===== config.mk =====
export PLATFORM = sky130hd
export DESIGN_NAME = btn_cmd_arbiter
export DESIGN_NICKNAME = d
export VERILOG_FILES = /design/src/rtl/btn_cmd_arbiter.sv
export SDC_FILE = /design/constraint.sdc
export NUM_CORES = 1
export LEC_CHECK = 0
export ABC_AREA = 1
export CAP_MARGIN = 20
export CORE_MARGIN = 8
export CORE_UTILIZATION = 50
export CTS_BUF_LIST = sky130_fd_sc_hd__clkbuf_4 sky130_fd_sc_hd__clkbuf_8
export DETAILED_ROUTE_END_ITERATION = 6
export GPL_ROUTABILITY_DRIVEN = 0
export HOLD_SLACK_MARGIN = 0.12
export PLACE_DENSITY = 0.66
export SETUP_SLACK_MARGIN = 0.2
export SLEW_MARGIN = 25
export SYNTH_ARGS = -nofsm -noshare
export SYNTH_HDL_FRONTEND = slang
export SYNTH_SLANG_ARGS = --single-unit

===== constraint.sdc =====
create_clock -name clk -period 6.82 [get_ports clk]
set_input_delay 1.364 -clock clk [delete_from_list [all_inputs] [get_ports clk]]
set_output_delay 1.364 -clock clk [all_outputs]
set_load 0.01 [all_outputs]

===== src/rtl/btn_cmd_arbiter.sv =====
// rtl/btn_cmd_arbiter.sv - debounced buttons with auto-repeat, arbitrated onto one command stream
// Each channel: sync -> debounce -> press/repeat FSM -> pending slot; a round-robin picker offers one event at a time.
module btn_cmd_arbiter #(
  parameter int unsigned            N_BUTTONS       = 4,
  parameter int unsigned            DEBOUNCE_CYCLES = 500000,
  parameter int unsigned            REPEAT_DELAY    = 50000000,
  parameter int unsigned            REPEAT_PERIOD   = 10000000,
  parameter logic [N_BUTTONS-1:0]   REPEAT_MASK     = '1,
  parameter logic [3*N_BUTTONS-1:0] CMD_MAP         = {3'd4, 3'd3, 3'd2, 3'd1}
) (
  input  logic                 clk,
  input  logic                 reset,
  input  logic [N_BUTTONS-1:0] buttons,
  output logic [2:0]           cmd,
  output logic [31:0]          cmd_arg0,
  output logic                 cmd_valid,
  input  logic                 cmd_ready,
  output logic [7:0]           dropped
);

  localparam int unsigned DW = $clog2(DEBOUNCE_CYCLES);
  localparam int unsigned PW = (N_BUTTONS > 1) ? $clog2(N_BUTTONS) : 1;
  localparam logic [DW-1:0] DB_LAST     = DW'(DEBOUNCE_CYCLES - 1);
  localparam logic [31:0]   DELAY_LAST  = 32'(REPEAT_DELAY - 1);
  localparam logic [31:0]   PERIOD_LAST = 32'(REPEAT_PERIOD - 1);

  typedef enum logic [1:0] {IDLE, HELD, REPEAT} ch_state_t;
  typedef enum logic {OFFER_IDLE, OFFER} out_state_t;

  logic [N_BUTTONS-1:0] sync1, sync2, db, evt, pending;
  logic [DW-1:0]        db_cnt   [N_BUTTONS];
  ch_state_t            ch_state [N_BUTTONS];
  logic [31:0]          timer    [N_BUTTONS];
  logic [31:0]          rep_idx  [N_BUTTONS];
  logic [31:0]          latched  [N_BUTTONS];
  out_state_t           out_state;
  logic [PW-1:0]        rr_ptr, next_ptr;
  logic [N_BUTTONS-1:0] sel_oh;
  logic                 sel_found, grant;
  logic [2:0]           sel_cmd;
  logic [31:0]          sel_arg;
  logic [8:0]           drop_sum, drop_total;

  always_ff @(posedge clk or negedge reset) begin
    if (!reset) begin
      sync1 <= '0;
      sync2 <= '0;
      db    <= '0;
      evt   <= '0;
      for (int i = 0; i < N_BUTTONS; i++) begin
        db_cnt[i]   <= '0;
        ch_state[i] <= IDLE;
        timer[i]    <= '0;
        rep_idx[i]  <= '0;
      end
    end else begin
      sync1 <= buttons;
      sync2 <= sync1;
      for (int i = 0; i < N_BUTTONS; i++) begin
        evt[i] <= 1'b0;
        if (sync2[i] == db[i]) begin
          db_cnt[i] <= '0;
        end else if (db_cnt[i] == DB_LAST) begin
          db_cnt[i] <= '0;
          db[i]     <= ~db[i];
        end else begin
          db_cnt[i] <= db_cnt[i] + 1'b1;
        end
        // A debounced low always wins, so no repeat can fire once the release is accepted.
        if (!db[i]) begin
          ch_state[i] <= IDLE;
          timer[i]    <= '0;
        end else begin
          case (ch_state[i])
            IDLE: begin
              ch_state[i] <= HELD;
              timer[i]    <= '0;
              rep_idx[i]  <= '0;
              evt[i]      <= 1'b1;
            end
            HELD: begin
              if (REPEAT_MASK[i]) begin
                if (timer[i] == DELAY_LAST) begin
                  ch_state[i] <= REPEAT;
                  timer[i]    <= '0;
                  rep_idx[i]  <= (rep_idx[i] == 32'hFFFF_FFFF) ? rep_idx[i] : rep_idx[i] + 32'd1;
                  evt[i]      <= 1'b1;
                end else begin
                  timer[i] <= timer[i] + 32'd1;
                end
              end
            end
            REPEAT: begin
              if (timer[i] == PERIOD_LAST) begin
                timer[i]   <= '0;
                rep_idx[i] <= (rep_idx[i] == 32'hFFFF_FFFF) ? rep_idx[i] : rep_idx[i] + 32'd1;
                evt[i]     <= 1'b1;
              end else begin
                timer[i] <= timer[i] + 32'd1;
              end
            end
            default: ch_state[i] <= IDLE;
          endcase
        end
      end
    end
  end

  // First pass searches from rr_ptr upward, second pass wraps to the lowest channel.
  always_comb begin
    sel_found = 1'b0;
    sel_oh    = '0;
    sel_cmd   = '0;
    sel_arg   = '0;
    next_ptr  = '0;
    for (int pass = 0; pass < 2; pass++) begin
      for (int c = 0; c < N_BUTTONS; c++) begin
        if (!sel_found && pending[c] && (pass == 1 || c >= int'(rr_ptr))) begin
          sel_found = 1'b1;
          sel_oh[c] = 1'b1;
          sel_cmd   = CMD_MAP[3*c +: 3];
          sel_arg   = latched[c];
          next_ptr  = (c == N_BUTTONS - 1) ? '0 : PW'(c + 1);
        end
      end
    end
  end

  assign grant = (out_state == OFFER_IDLE) && sel_found;

  always_comb begin
    drop_sum = '0;
    for (int i = 0; i < N_BUTTONS; i++) begin
      if (evt[i] && pending[i] && !(grant && sel_oh[i])) drop_sum = drop_sum + 9'd1;
    end
    drop_total = {1'b0, dropped} + drop_sum;
  end

  always_ff @(posedge clk or negedge reset) begin
    if (!reset) begin
      out_state <= OFFER_IDLE;
      cmd       <= '0;
      cmd_arg0  <= '0;
      cmd_valid <= 1'b0;
      rr_ptr    <= '0;
      pending   <= '0;
      dropped   <= '0;
      for (int i = 0; i < N_BUTTONS; i++) latched[i] <= '0;
    end else begin
      // A new event beats the grant's clear, so an event in the selection cycle stays pending.
      for (int i = 0; i < N_BUTTONS; i++) begin
        if (evt[i]) begin
          pending[i] <= 1'b1;
          latched[i] <= rep_idx[i];
        end else if (grant && sel_oh[i]) begin
          pending[i] <= 1'b0;
        end
      end
      dropped <= drop_total[8] ? 8'hFF : drop_total[7:0];
      case (out_state)
        OFFER_IDLE: begin
          if (sel_found) begin
            out_state <= OFFER;
            cmd       <= sel_cmd;
            cmd_arg0  <= sel_arg;
            cmd_valid <= 1'b1;
            rr_ptr    <= next_ptr;
          end
        end
        OFFER: begin
          if (cmd_ready) begin
            out_state <= OFFER_IDLE;
            cmd_valid <= 1'b0;
          end
        end
      endcase
    end
  end

endmodule


==> results.ini, run 1 <==
[job]
drv_cap = 0

[drt]
final_antenna_net_count = 0
wl_per_cell_um = 16.03
drc_errors = 0
dr_total_vias = 27003
totalWireLength_um = 80750
dr.pass1.iters = 6
drt_iter0_drc = 2390
vias_per_cell = 5.360

[timing]
setup_slack_ns = 1.704
hold_viol = 0
final_max_slew_viol_count = 0
finClkSkew_ns = 0.03570
finalSetupTns_ns = 0
slew_headroom_pct = 31.06
setup_violations = 0
fmax_mhz = 195.5
rsz0062_at_grt = no
period_minus_slack_ns = 5.116
fin_crit_sh_pct = 75.02
tightestPinTransition_ns = 1.028

[logic_synthesis]
yosysSeqAreaShare_pct = 43.69
synth_ff_type = dfrtp_1
ys_warn_count = 0
ys_ff_latch = 533
synthesis.area_um2 = 30530
async_reset_ff_share_pct = 100.0
avgSynthCellArea_um2 = 7.361
syn_nets = 4194
yosysUniqueCellTypes = 53
synth_edf_count = 0
syn_inst = 4147

[global_routing]
grt_max_degree = 141
grtUsageTotal_pct = 22.89
gr-total-overflow = 0
met2_usage_pct = 35.62
grt_pass1_wl_um = 133200
grt.met3_usage_pct = 4.027
top_usage_layer = met2
grt_pass1_vias = 25413
grt_use_met1_pct = 32.27
antenna_found_initial = 2

[finish]
instances_no_fill = 5038
final.fill_count = 5781
multi_input_area_um2 = 15100
final_nets = 4231
final_cell_area_um2 = 33690
syn_to_final_growth_pct = 10.35
drive_gt1_share_pct = 6.604
seq_area_um2 = 13340

[floorplan]
rows = 90
io_pins = 51
core_um2 = 60360
initial_utilization_pct = 50.58
die_w_um = 263.1
die-area_um2 = 69220
die_y_um = 263.1

[cts]
post_cts_buffers = 0
clockBufferDepth = 3
cts.sinks = 533
htreeDepth = 3
insertion_delay_ns = 0.69
cts_inserted_buffers = 94
post_cts_resized = 0
ctsHoldBuffers = 0
cts_tree = yes
root_buffer = clkbuf_8
path_clk_slew_ns = 0.06

[placed_design]
dpl_cell_area_um2 = 31620
dp_hpwl_um = 57670
port_buffers = 50
pre_cts_ws_ns = 1.816
placedCellCount = 4870

[setup_path]
crit_type = reg -> reg
crit_start = pending[0]
r2r_start = pending[0]
endpoint_kind = flip-flop
worstPathArrival_ns = 5.67
required_ns = 7.37
worst-path-max-fanout = 37
setup.worst_path.start_class = flip-flop

[worst_hold_path]
min_path_type = reg -> reg
worstHoldStart = sync1[0]

[outcome]
status = complete, no violations

[power]
vdd_drop_max_uv = 123.5
p_total_mw = 6.556
powerDensity_nw_per_um2 = 194.6
p_leak_nw = 14.44

[per-layer routing]
metal  up-vias  share of wire (%)
li1      13394                  -
met1     12649                 46
met2       801                 44
met3       157                6.3
met4         2                3.1
met5         -              0.014
[critical path: stages (launching register included)]
cell and delay [ns]:
dfrtp_1 0.45, nand2_2 0.59, nand3_1 0.25, nor2_2 0.25, nand4_1 0.13, nand2_2 0.59, inv_1 0.16, buf_4 0.30
nand2_1 0.22, nand2_1 0.13, nand2_1 0.10, nand2_1 0.07, inv_1 0.05, ha_1 0.14, nand2_1 0.06, xor2_1 0.17
ha_1 0.34, a21o_1 0.18, a31oi_1 0.20, nor2_1 0.08, o21ai_0 0.25, nor2_1 0.08, o21ai_0 0.07, o21ai_0 0.11
[synthesized netlist by cell type (8+ instances only)]
cell	instances	area (um2)
or2_2	15	93.84
mux2_2	24	270.3
nand2_2	8	50.05
o21ai_0	224	1121
nor4_1	41	256.5
nor3_1	173	865.8
nor2_2	8	50.05
nand3_1	191	955.9
o21ai_1	14	70.07
a21oi_1	73	365.4
ha_1	39	488.0
xnor2_1	54	473.0
nor2_1	519	1948
clkbuf_1	82	307.8
xor2_1	177	1550
o22ai_1	49	306.5
nor3_2	9	90.09
inv_1	389	1460
buf_6	8	90.09
buf_2	28	140.1
buf_4	8	60.06
dfrtp_1	533	13340
nor3b_1	18	135.1
nand2_1	1282	4812
nand4_1	114	713.2
[area by class of cell]
cell class,count,area share (%)
inverter,398,4.435
multi-input combinational,3084,44.81
clock inverter,23,0.5868
timing repair buffer,73,2.124
clock buffer,144,5.530
antenna,1,0.007428
sequential,533,39.60
tap,782,2.904
[through the flow]
stage	hold slack [ns]	util [%]
floorplan	0.3312	-
global placement	0.3359	52.39
detailed placement	0.3358	52.39
CTS	0.3488	55.81
global route	0.3601	55.81
finish	0.3468	55.81
[flip-flops by register name, indices dropped and copies added (netlist names)]
register,count
sync2,4
sync1,4
dropped,8
timer,128
cmd_arg0,32
db,4
evt,4
ch_state,8
out_state,1
db_cnt,76
latched,128
pending,4
cmd,3
cmd_valid,1
rep_idx,128
[logic make-up (layout without fill, tap and decap cells)]
| group | Yosys count | count (layout) | share of synthesized area (%) |
|---|---|---|---|
| AO/OA/AOI/OAI | 386 | 386 | 6.812 |
| XOR/XNOR | 231 | 231 | 6.627 |
| adder cells (fa/ha/maj) | 40 | 40 | 1.664 |
| buffers and inverters | 530 | 638 | 6.943 |
| flip-flops | 533 | 533 | 43.69 |
| multiplexers | 25 | 25 | 0.9181 |
| other | 1 | 2 | 0.01228 |
| AND/OR/NAND/NOR | 2401 | 2401 | 33.33 |
[cell usage in the layout, fill, tap and decap left out, types with 54 or more instances in the layout]
cell,count
nor2_1,516
nand3_1,191
clkbuf_8,125
nor3_1,173
nand4_1,114
xnor2_1,54
dfrtp_1,531
xor2_1,177
a21oi_1,73
inv_1,387
o21ai_0,224
nand2_1,1281
[worst paths after layout]
kind,depth (start not counted),endpoint,slack (ns)
min in group asynchronous,1,rep_idx[28],0.70
max in group asynchronous,2,evt[1],4.79
min,0,sync2[0],0.35
min reg2reg,0,sync2[0],0.35
max reg2reg,23,dropped[7],1.70
max,23,dropped[7],1.70
[where the power goes]
part           internal (mW)  switching (mW)
Sequential              3.19          0.0189
Clock                   1.82            1.36
Combinational         0.0569           0.115
No activity file was read; power rests on OpenSTA's default activity.
==> run 2: changes to the inputs <==
clock period = 4.8 ns   (was 6.82 ns; I/O delays follow)
==> run 2 against run 1 <==
Setup slack got worse by 0.76 ns. First-iteration DRC count fell by 5.4%. Clock power rose by 47%. Sequential share of layout area fell by 0.19 points. Utilization rose by 0.28 points. Combinational power rose by 46%. Sequential cell count did not move. Global-route usage rose by 0.27 points.
==> results.ini, run 2 (same netlist as run 1, synthesis figures left out) <==
[outcome]
status = complete, no violations

[setup_path]
path_cells = nand2_2 -> buf_4 -> nand3_1 -> o21ai_0 -> nand2_1 -> nand3_1 -> inv_1 -> ha_1 -> nand3_1 -> nand2_1 -> inv_1 -> ha_1 -> nand2_1 -> xor2_1 -> ha_1 -> a21o_1 -> a31oi_1 -> nor2_1 -> o21ai_0 -> nor2_1 -> o21ai_0 -> o21ai_0
worstPathArrival_ns = 4.41
setup.worst_path.start_class = flip-flop
endpoint_kind = flip-flop
worst-path-max-fanout = 36
crit_slowest_cell = dfrtp_1
cpMostUsedCell = o21ai_0
r2r_start = pending[0]
required_ns = 5.35
cpPeakStageDelay_ns = 0.45
crit_type = reg -> reg
crit_start = pending[0]

[drt]
drt_iter0_drc = 2260
wl_per_cell_um = 15.99
final_antenna_net_count = 0
vias_per_cell = 5.338
dr_total_vias = 26979
dr.pass1.iters = 7
drc_errors = 0
totalWireLength_um = 80830

[global_routing]
grt_max_degree = 104
antenna_found_initial = 2
gr-total-overflow = 0
grtUsageTotal_pct = 23.16
grt_pass1_vias = 25456
grt.met3_usage_pct = 3.738
met2_usage_pct = 35.74
top_usage_layer = met2
grt_use_met1_pct = 33.20
grt_pass1_wl_um = 134500

[floorplan]
core_um2 = 60360
die-area_um2 = 69220
initial_utilization_pct = 50.58
io_pins = 51
die_y_um = 263.1
rows = 90
die_w_um = 263.1

[finish]
instances_no_fill = 5054
final_nets = 4241
syn_to_final_growth_pct = 10.89
final_cell_area_um2 = 33850
drive_gt1_share_pct = 6.932
layout_commonest_cell = nand2_1
layout.cells.most_common_list = nand2_1 (1,282), dfrtp_1 (531), nor2_1 (516), inv_1 (388), o21ai_0 (224)
top_regs = latched x128, rep_idx x128, timer x128

[cts]
post_cts_resized = 0
cts_tree = yes
cts.sinks = 533
cts_inserted_buffers = 95
path_clk_slew_ns = 0.06
post_cts_buffers = 0
insertion_delay_ns = 0.70
htreeDepth = 3
ctsHoldBuffers = 0
clockBufferDepth = 3
root_buffer = clkbuf_8

[timing]
tightestPinTransition_ns = 1.009
setup_violations = 0
hold_viol = 0
rsz0062_at_grt = no
period_minus_slack_ns = 3.856
finClkSkew_ns = 0.03979
slew_headroom_pct = 32.66
finalSetupTns_ns = 0
fmax_mhz = 259.3
fin_crit_sh_pct = 80.33
final_max_slew_viol_count = 0

[placed_design]
port_buffers = 50
dpl_cell_area_um2 = 31710
placedCellCount = 4879
dp_hpwl_um = 58130

[job]
drv_cap = 0

[power]
powerDensity_nw_per_um2 = 280.6
p_leak_nw = 14.54
vdd_drop_max_uv = 203.9

[worst_hold_path]
min_path_type = in -> async

## run 2: cell count changes in the layout (fill, tap and decap cells not counted), moves of 2 or more
| cell | before | now |
|---|---|---|
| buf_12 | 3 | 5 |
| clkbuf_8 | 125 | 119 |
| clkbuf_4 | 19 | 29 |
| bufinv_16 | 2 | 5 |
| clkinv_1 | 4 | 2 |
| buf_4 | 20 | 27 |
## run 2: layer usage
| metal | wire length [um] | part of all wire (%) | vias to the layer above |
|---|---|---|---|
| li1 | - | - | 13429 |
| met1 | 38210 | 47 | 12636 |
| met2 | 35630 | 44 | 768 |
| met3 | 4635 | 5.7 | 144 |
| met4 | 2353 | 2.9 | 2 |
| met5 | 13 | 0.016 | - |
## run 2: per-stage QoR
step / utilization, % / setup slack (ns) / hold slack [ns] / total power, mW
final: 56.09 / 0.9440 / 0.2813 / 9.498
after global routing: 56.09 / 0.5439 / 0.3625 / 9.870
after CTS: 56.08 / 1.024 / 0.3294 / 9.633
after detailed placement: 52.54 / 1.036 / 0.3410 / 4.894
after global placement: 52.54 / 1.111 / 0.3337 / 4.891
after floorplan: - / 1.112 / 0.3312 / 4.716
## run 2: path summary, 6_finish.rpt
check / cells past startpoint / to / slack [ns]
setup / recovery: 22 / dropped[7] / 0.94
hold / removal: 1 / rep_idx[16] / 0.28
setup reg to reg: 22 / dropped[7] / 0.94
hold reg to reg: 0 / sync2[1] / 0.35
max in group asynchronous: 2 / db_cnt[13] / 3.41
min in group clk: 0 / sync2[1] / 0.35
## run 2: worst max-delay path: cells and delay by family (launching register included)
kind	cells	cell delay, ns
compound gates	6	0.92
simple gates	9	0.89
fa+ha+maj	3	0.78
buf+inv	3	0.51
flops	1	0.45
xor+xnor	1	0.16
## run 2: cell type report
class	instances	area (um2)
antenna	2	5.005
tap	782	978.4
sequential	533	13340
clock inverter	25	279.0
multi-input combinational	3084	15090
inverter	398	1494
fill	5756	26500
timing repair buffer	82	808.3
clock buffer	148	1856
## run 2: power by group
group / internal [mW] / switching [mW]
combinational: 0.0868 / 0.164
clock: 2.74 / 1.95
sequential: 4.53 / 0.0261
==> run 3: changes to the inputs <==
clock period = 3.8 ns   (was 4.8 ns; I/O delays follow)
==> run 3 against run 2 <==
Maximum frequency increased by 13%. Combinational power grew 36%. Non-clock buffer count is 24 higher. Sequential share of layout area fell by 0.26 points. Worst hold slack better by 0.066 ns. Critical endpoint is now dropped[5]. Largest power group unchanged.
==> results.ini, run 3 (same netlist as run 1, synthesis figures left out) <==
[drt]
dr_total_vias = 27042
drt_iter0_drc = 2257
totalWireLength_um = 81420
vias_per_cell = 5.330
drc_errors = 0
wl_per_cell_um = 16.05
dr.pass1.iters = 5
final_antenna_net_count = 0

[cts]
cts_inserted_buffers = 95
path_clk_slew_ns = 0.06
htreeDepth = 3
insertion_delay_ns = 0.70
clockBufferDepth = 3
cts.sinks = 533
cts_tree = yes
root_buffer = clkbuf_8

[placed_design]
dp_hpwl_um = 58460
dpl_cell_area_um2 = 31830
pre_cts_ws_ns = 0.05820
port_buffers = 50

[setup_path]
crit_start = cmd[1]
worst-path-max-fanout = 5
worstPathArrival_ns = 3.99
cpPeakStageDelay_ns = 0.40
r2r_start = cmd[1]
cpMostUsedCell = nand2_2
required_ns = 4.38
reg2reg_depth = 25
setup.worst_path.start_class = flip-flop
crit_type = reg -> reg
crit_slowest_cell = dfrtp_1
endpoint_kind = flip-flop

[timing]
finClkSkew_ns = 0.04583
fin_crit_sh_pct = 89.86
rsz0062_at_grt = yes
hold_viol = 0
tightestPinTransition_ns = 0.9596
period_minus_slack_ns = 3.415
fmax_mhz = 292.8
final_max_slew_viol_count = 0
finalSetupTns_ns = 0
setup_violations = 0
slew_headroom_pct = 35.96
setup_slack_ns = 0.3852

[floorplan]
core_um2 = 60360
rows = 90
die_w_um = 263.1
die_y_um = 263.1
io_pins = 51
initial_utilization_pct = 50.58
die-area_um2 = 69220

[global_routing]
grt_pass1_wl_um = 134800
grtUsageTotal_pct = 23.24
antenna_found_initial = 3
top_usage_layer = met2
grt_max_degree = 85
grt_use_met1_pct = 33.08
grt_pass1_vias = 25843
grt.met3_usage_pct = 4.391
met2_usage_pct = 35.31
gr-total-overflow = 0

[power]
p_leak_nw = 14.63
p_total_mw = 11.89
powerDensity_nw_per_um2 = 348.7
vdd_drop_max_uv = 344.8

[worst_hold_path]
min_path_type = reg -> reg
worstHoldStart = sync1[2]
whs_path_depth = 0

[finish]
final.fill_count = 5734
layout.cells.most_common_list = nand2_1 (1,272), dfrtp_1 (528), nor2_1 (513), inv_1 (383), o21ai_0 (219)
multi_input_area_um2 = 15200
syn_to_final_growth_pct = 11.66
final_cell_area_um2 = 34090
top_regs = latched x128, rep_idx x128, timer x128
layout_commonest_cell = nand2_1
drive_gt1_share_pct = 8.110
final_nets = 4265
seq_area_um2 = 13340

[job]
drv_cap = 0

[outcome]
status = complete, no violations

## run 3: cell count changes in the layout (fill, tap and decap cells not counted), moves of 5 or more
cell / delta
inv_1: -5
o21ai_0: -5
nand2_2: +10
buf_4: +22
nand2_1: -10
## run 3: stage by stage
step / utilization, % / instances / hold slack, ns
floorplan: - / 4147 / 0.3312
global placement: 52.74 / 4895 / 0.3333
detailed placement: 52.74 / 4895 / 0.3347
CTS: 56.25 / 5069 / 0.3490
global route: 56.48 / 5074 / 0.3650
finish: 56.48 / 5074 / 0.3469
## run 3: layer usage
layer / share of wire [%] / routed length (um)
met1: 47 / 38020
met2: 44 / 35490
met3: 6.4 / 5217
met4: 3.3 / 2686
met5: 0.016 / 13
## run 3: power by group
| group | internal, mW | leakage [nW] | total (mW) | switching [mW] |
|---|---|---|---|---|
| sequential | 5.72 | 7.38 | 5.76 | 0.0355 |
| combinational | 0.117 | 6.15 | 0.342 | 0.225 |
| clock | 3.32 | 1.10 | 5.79 | 2.46 |
## run 3: what timing repair did
item,4_1_cts,5_1_grt
hold endpoints to repair,64,0
gates resized for setup,5,38
setup buffers,3,4
pin swaps,3,14
hold buffers,1,0
setup endpoints to repair,8,8
## run 3: path summary, 6_finish.rpt
kind	end	slack, ns
max reg2reg	dropped[5]	0.39
min	sync2[2]	0.35
max in group asynchronous	db_cnt[1]	2.08
max	dropped[5]	0.39
min reg2reg	sync2[2]	0.35
min in group asynchronous	rep_idx[3]	0.64
## run 3: worst max-delay path, delay by kind of cell (launching register included)
kind	cells	cell delay, ns
fa+ha+maj	3	0.65
compound gates	3	0.53
simple gates	14	1.31
xor+xnor	1	0.15
flops	1	0.40
buf+inv	4	0.23
## run 3: area by class of cell
type	count	area share [%]
inverters	398	4.390
flip-flops and latches	533	39.15
repair buffers	106	2.929
clock buffers	147	5.348
diodes	1	0.007341
multi-input cells	3084	44.60
clock inverters	23	0.7084
well taps	782	2.870
